**src/rtl/regfile_dump_sequencer_pkg.sv**
```systemverilog
// Shared definitions for the debug-unit dump sequencers: FSM encoding and
// byte-channel geometry.
package regfile_dump_sequencer_pkg;

  localparam int unsigned NB_BYTE = 8;

  typedef enum logic [2:0] {
    StIdle,
    StWaitHalt,
    StRead,
    StSend,
    StDone
  } state_e;

  function automatic int unsigned bytes_per_word(input int unsigned nb_data,
                                                 input int unsigned nb_byte);
    return nb_data / nb_byte;
  endfunction

  localparam int unsigned BYTES_PER_WORD = bytes_per_word(32, NB_BYTE);

endpackage

```
**src/rtl/regfile_dump_sequencer_if.sv**
```systemverilog
// Byte-wide valid/ready channel from a dump sequencer to the UART TX path.
interface regfile_dump_sequencer_if #(
  parameter int unsigned NB_BYTE = 8
);

  logic [NB_BYTE-1:0] tx_byte;
  logic               tx_valid;
  logic               tx_ready;

  modport master (
    output tx_byte,
    output tx_valid,
    input  tx_ready
  );

  modport slave (
    input  tx_byte,
    input  tx_valid,
    output tx_ready
  );

endinterface

```
**src/rtl/regfile_dump_sequencer_serializer.sv**
```systemverilog
// Loads a word and streams it MSB-first as bytes over a valid/ready channel.
// Shared by the register-file, PC and data-memory dump paths.
module word_byte_serializer #(
  parameter int unsigned NB_DATA = 32,
  parameter int unsigned NB_BYTE = 8
) (
  input  logic                 clk,
  input  logic                 i_reset,
  input  logic                 i_load,
  input  logic [NB_DATA-1:0]   i_word,
  regfile_dump_sequencer_if.master tx,
  output logic                 o_last_accepted
);

  import regfile_dump_sequencer_pkg::*;

  localparam int unsigned BPW    = bytes_per_word(NB_DATA, NB_BYTE);
  localparam int unsigned NB_CNT = (BPW > 1) ? $clog2(BPW) : 1;
  localparam logic [NB_CNT-1:0] LAST_CNT = NB_CNT'(BPW - 1);

  logic [NB_DATA-1:0] shreg_q, shreg_d;
  logic [NB_CNT-1:0]  cnt_q, cnt_d;
  logic               valid_q, valid_d;
  logic               accept;
  logic               last;

  assign accept = valid_q & tx.tx_ready;
  assign last   = (cnt_q == LAST_CNT);

  always_comb begin
    shreg_d = shreg_q;
    cnt_d   = cnt_q;
    valid_d = valid_q;
    if (i_load) begin
      shreg_d = i_word;
      cnt_d   = '0;
      valid_d = 1'b1;
    end else if (accept) begin
      if (last) begin
        valid_d = 1'b0;
      end else begin
        shreg_d = shreg_q << NB_BYTE;
        cnt_d   = cnt_q + NB_CNT'(1);
      end
    end
  end

  always_ff @(posedge clk or negedge i_reset) begin
    if (!i_reset) begin
      shreg_q <= '0;
      cnt_q   <= '0;
      valid_q <= 1'b0;
    end else begin
      shreg_q <= shreg_d;
      cnt_q   <= cnt_d;
      valid_q <= valid_d;
    end
  end

  // The byte is a direct slice of the held register, so it cannot change while
  // valid is up and the word has not been accepted.
  assign tx.tx_valid     = valid_q;
  assign tx.tx_byte      = shreg_q[NB_DATA-1 -: NB_BYTE];
  assign o_last_accepted = accept & last;

endmodule

```
**src/rtl/regfile_dump_sequencer.sv**
```systemverilog
// Debug controller that borrows register-file read port 1 while the pipeline
// is halted and streams every register, MSB first, to the UART TX path.
module regfile_dump_sequencer #(
  parameter int unsigned NB_DATA = 32,
  parameter int unsigned NB_ADDR = 5,
  parameter int unsigned NB_BYTE = regfile_dump_sequencer_pkg::NB_BYTE
) (
  input  logic               clk,
  input  logic               i_reset,
  input  logic               i_start,
  input  logic               i_halted,
  input  logic [NB_ADDR-1:0] i_pipe_rd_addr,
  output logic [NB_ADDR-1:0] o_rf_rd_addr,
  input  logic [NB_DATA-1:0] i_rf_rd_data,
  regfile_dump_sequencer_if.master tx,
  output logic               o_busy,
  output logic               o_done
);

  import regfile_dump_sequencer_pkg::*;

  localparam logic [NB_ADDR-1:0] LAST_IDX = '1;

  state_e             state_q, state_d;
  logic [NB_ADDR-1:0] idx_q, idx_d;
  logic               load;
  logic               last_accepted;

  always_ff @(posedge clk or negedge i_reset) begin
    if (!i_reset) begin
      state_q <= StIdle;
      idx_q   <= '0;
    end else begin
      state_q <= state_d;
      idx_q   <= idx_d;
    end
  end

  always_comb begin
    state_d = state_q;
    idx_d   = idx_q;
    unique case (state_q)
      StIdle: begin
        if (i_start) begin
          idx_d   = '0;
          state_d = StWaitHalt;
        end
      end
      StWaitHalt: begin
        if (i_halted) state_d = StRead;
      end
      // Losing halt here keeps idx, so the dump resumes at the same register.
      StRead: begin
        state_d = i_halted ? StSend : StWaitHalt;
      end
      StSend: begin
        if (last_accepted) begin
          if (idx_q == LAST_IDX) begin
            state_d = StDone;
          end else begin
            idx_d   = idx_q + NB_ADDR'(1);
            state_d = StRead;
          end
        end
      end
      StDone: begin
        idx_d   = '0;
        state_d = StIdle;
      end
      default: state_d = StIdle;
    endcase
  end

  always_comb begin
    load         = 1'b0;
    o_done       = 1'b0;
    o_busy       = 1'b1;
    o_rf_rd_addr = idx_q;
    unique case (state_q)
      StIdle: begin
        o_busy       = 1'b0;
        o_rf_rd_addr = i_pipe_rd_addr;
      end
      StWaitHalt: o_rf_rd_addr = i_pipe_rd_addr;
      StRead:     load = i_halted;
      StSend:     o_rf_rd_addr = idx_q;
      StDone:     o_done = 1'b1;
      default: begin
        o_busy       = 1'b0;
        o_rf_rd_addr = i_pipe_rd_addr;
      end
    endcase
  end

  word_byte_serializer #(
    .NB_DATA (NB_DATA),
    .NB_BYTE (NB_BYTE)
  ) u_serializer (
    .clk             (clk),
    .i_reset         (i_reset),
    .i_load          (load),
    .i_word          (i_rf_rd_data),
    .tx              (tx),
    .o_last_accepted (last_accepted)
  );

endmodule

```
**src/flat_wrapper.sv**
```systemverilog
// flat-port wrapper written by rule: the top's interface ports become plain ports
module regfile_dump_sequencer_flat import regfile_dump_sequencer_pkg::*;
#(
  parameter int unsigned NB_DATA = 32,
  parameter int unsigned NB_ADDR = 5,
  parameter int unsigned NB_BYTE = regfile_dump_sequencer_pkg::NB_BYTE
)
  (clk, i_reset, i_start, i_halted, i_pipe_rd_addr, o_rf_rd_addr, i_rf_rd_data, o_busy, o_done, tx_tx_byte, tx_tx_valid, tx_tx_ready);
  regfile_dump_sequencer_if #(.NB_BYTE(NB_BYTE)) tx_i ();
  input  logic clk;
  input  logic i_reset;
  input  logic i_start;
  input  logic i_halted;
  input  logic [NB_ADDR-1:0] i_pipe_rd_addr;
  output logic [NB_ADDR-1:0] o_rf_rd_addr;
  input  logic [NB_DATA-1:0] i_rf_rd_data;
  output logic o_busy;
  output logic o_done;
  output wire logic [$bits(tx_i.tx_byte)-1:0] tx_tx_byte;
  output wire logic [$bits(tx_i.tx_valid)-1:0] tx_tx_valid;
  input wire logic [$bits(tx_i.tx_ready)-1:0] tx_tx_ready;
  assign tx_tx_byte = tx_i.tx_byte;
  assign tx_tx_valid = tx_i.tx_valid;
  assign tx_i.tx_ready = tx_tx_ready;
  regfile_dump_sequencer #(.NB_DATA(NB_DATA), .NB_ADDR(NB_ADDR), .NB_BYTE(NB_BYTE)) u_core (.clk(clk), .i_reset(i_reset), .i_start(i_start), .i_halted(i_halted), .i_pipe_rd_addr(i_pipe_rd_addr), .o_rf_rd_addr(o_rf_rd_addr), .i_rf_rd_data(i_rf_rd_data), .tx(tx_i), .o_busy(o_busy), .o_done(o_done));
endmodule
```
**config.mk**
```make
export PLATFORM = sky130hd
export DESIGN_NAME = regfile_dump_sequencer_flat
export DESIGN_NICKNAME = d
export VERILOG_FILES = /design/src/rtl/regfile_dump_sequencer_pkg.sv /design/src/rtl/regfile_dump_sequencer_if.sv /design/src/rtl/regfile_dump_sequencer_serializer.sv /design/src/rtl/regfile_dump_sequencer.sv /design/src/flat_wrapper.sv
export SDC_FILE = /design/constraint.sdc
export NUM_CORES = 1
export LEC_CHECK = 0
export CAP_MARGIN = 20
export CORE_ASPECT_RATIO = 0.7
export CORE_MARGIN = 3
export CORE_UTILIZATION = 51
export CTS_CLUSTER_SIZE = 14
export DETAILED_ROUTE_END_ITERATION = 10
export HOLD_SLACK_MARGIN = 0.15
export PLACE_DENSITY = 0.86
export SYNTH_ARGS = -nofsm -noshare
export SYNTH_HDL_FRONTEND = slang
export SYNTH_SLANG_ARGS = --single-unit
```
**constraint.sdc**
```tcl
create_clock -name clk -period 4.9 [get_ports clk]
set_input_delay 0.49 -clock clk [delete_from_list [all_inputs] [get_ports clk]]
set_output_delay 0.49 -clock clk [all_outputs]
set_load 0.05 [all_outputs]
```
==> results_dict.tcl <==
set metrics [dict create \
    numPortBuffers 57 \
    synth_compound_area_frac 0.1304 \
    cts_max_path_buffers 2 \
    dp.cells 287 \
    synthDistinctLibCells 36 \
    nets 287 \
    start_util 0.5407 \
    synth_mux_area_frac 0.1570 \
    routabilityCongestion 0.8522 \
    finalSetupTns_ps 0 \
    drive_gt1_frac 0.07819 \
    cts_sinks 43 \
    htreeDepth 2 \
    area_growth_pct 27.00 \
    holdWs_ps 320.8 \
    die_w_um 83.78 \
    cpPeakStageDelay_ps 700 \
    path_max_fanout 12 \
    power_density_nw_per_um2 548.1 \
    die_h_um 60.45 \
    crit_type "reg -> out" \
    wirelength_mm 4.449 \
    fmax_mhz 338.2 \
    root_buffer "clkbuf_8" \
    finalClockSkew_ps 7.495 \
    clk_latency_ps 290 \
    postSynthCellCount 198 \
    required_ps 4410 \
    worst_pin_slew_ps 910.7 \
    synth_top_family_by_area "multiplexers" \
    via_per_inst 5.417 \
    grt_pass1_wl_mm 7.320 \
    ys_ff_latch 43 \
    wl_per_cell_um 15.08 \
    setup_violations 0 \
    outcome "complete, no violations" \
    core_sq_um 3994 \
    rsz0062_at_grt "no" \
    drtIter0Drc 88 \
    hold_path.class "in -> async" \
    drcViolationCount 0 \
    area.sequential_sq_um 1076 \
    postRouteAntennaNets 0 \
    end_kind "output port" \
    fin_cells 295 \
    die_area_sq_um 5064 \
    holdBufCountCts 0 \
    postCtsSetupRepairBufs 0 \
    crit_chain "nor2_1 -> a21oi_2 -> mux2_2 -> clkdlybuf4s50_1" \
    core.rowCount 19 \
    syn-cell-area_sq_um 2160 \
    cts_buffers 5 \
    post-dp-hpwl_mm 3.249 \
    most-common-layout-cells "clkdlybuf4s50_1 (56), dfrtp_1 (43), mux2i_1 (26), nand2_1 (26), o21ai_0 (25)" \
    grt_antenna_before_repair 0 \
    grt_pass1_vias 1541 \
    grt_use_total 0.1852 \
    finalMaxSlewViolations 0 \
    ir_drop_uv 302.9 \
    ys_warn_count 0 \
    ys_seq_area_frac 0.4983 \
    hold_viol 0 \
    fillers 298 \
    power_leakage_nw 1.295 \
    globalRouteOverflowTotal 0 \
    grt_max_degree 61 \
    syn_nets 243 \
    clk_pin_slew_ps 80 \
    tritoncts "yes" \
    dr_total_vias 1598 \
    synthAdderAreaFrac 0.01738 \
    final_common_cell "clkdlybuf4s50_1" \
    slew_headroom 0.3929 \
    fin_crit_ps 2956 \
    period_share 0.6034 \
    multi_input_area_sq_um 932.1 \
    first_pass_iters 4 \
    setup_slack_ps 1944 \
    n_antenna_cell 0 \
    cap_violations 0 \
    worstPathArrival_ps 2470 \
    synthXorXnorAreaFrac 0.008111 \
    pin_count 58 \
    cts_resized 0 \
    startpoint_type "flip-flop" \
    pre_cts_ws_ps 2250 \
    slowest_stage "clkdlybuf4s50_1" \
    synthSimpleGateAreaFrac 0.1118 \
    syn_avg_cell_area_sq_um 10.91 \
]
## power by group
part	switching [mW]	leakage [nW]	total (mW)	internal, mW
sequential	0.111	0.551	0.600	0.490
clock	0.116	0.0422	0.216	0.100
combinational	0.392	0.702	0.687	0.294
## final timing paths
kind	end	cells after the start	startpoint	slack (ps)
min in group clk	u_core.u_serializer.shreg_q[4]	1	u_core.u_serializer.shreg_q[4]	510
max in group asynchronous	u_core.u_serializer.shreg_q[5]	1	i_reset	4000
max reg2reg	u_core.idx_q[1]	6	u_core.idx_q[1]	2870
min reg2reg	u_core.u_serializer.shreg_q[4]	1	u_core.u_serializer.shreg_q[4]	510
max	o_rf_rd_addr[3]	4	u_core.state_q[0]	1940
min	u_core.u_serializer.shreg_q[28]	1	i_reset	320
## final cells by class
type | instances | share of cell area
multi-input cells | 131 | 0.3399
repair buffers | 59 | 0.2117
flip-flops and latches | 43 | 0.3923
well taps | 52 | 0.02372
inverters | 2 | 0.002737
clock inverters | 1 | 0.001825
clock buffers | 7 | 0.02783
## kinds of logic after synthesis
group,Yosys count
multiplexers,33
adder cells (fa/ha/maj),3
XOR/XNOR,2
buffers and inverters,24
flip-flops,43
AO/OA/AOI/OAI,44
AND/OR/NAND/NOR,49
## Yosys cell counts (all sizes together)
cell,number,area [sq um]
and3b,1,8.760
a21o,1,7.510
nand3b,2,15.01
buf,20,148.9
o2bb2ai,1,8.760
nand3,2,10.01
dfrtp,43,1076
or4,1,7.510
o211ai,1,7.510
nand4b,1,8.760
xnor2,1,8.760
a21oi,2,13.76
nor2,4,15.01
nor2b,2,12.51
mux2i,26,260.3
nand2b,2,12.51
and3,4,25.02
or2,2,12.52
mux2,7,78.83
xor2,1,8.760
a22o,8,70.07
o32ai,2,17.52
o21ai,26,130.1
inv,2,7.510
nor4bb,1,10.01
ha,3,37.54
and2,1,6.260
clkbuf,2,10.01
o31a,2,17.52
nand2,26,97.59
a311oi,1,8.760
## critical path: cells and delay by family (launching register included)
family,cells,cell delay (ps)
compound gates,1,360
buf+inv,1,700
flops,1,570
mux,1,390
simple gates,1,150
## per-stage QoR
| step | power, mW | instance area, sq um | util |
|---|---|---|---|
| 2_1_floorplan | 1.122 | 2160 | - |
| 3_3_place_gp | 1.261 | 2661 | 0.6664 |
| 3_5_place_dp | 1.297 | 2661 | 0.6664 |
| 4_1_cts | 1.514 | 2743 | 0.6867 |
| 5_1_grt | 1.600 | 2743 | 0.6867 |
| 6_report | 1.503 | 2743 | 0.6867 |
## state kept, by name (all words and copies together), names as in the netlist
register                         count
u_core.u_serializer.tx.tx_valid      1
u_core.state_q                       3
u_core.idx_q                         5
u_core.u_serializer.cnt_q            2
u_core.u_serializer.shreg_q         32
## layer usage
metal,global-route usage,vias up,part of all wire
li1,-,780,-
met1,0.2646,767,0.48
met2,0.2854,45,0.45
met3,0.03799,6,0.056
met4,0.06881,0,0.016
met5,0,-,0
Note: power is estimated with default switching activity, not from simulation.
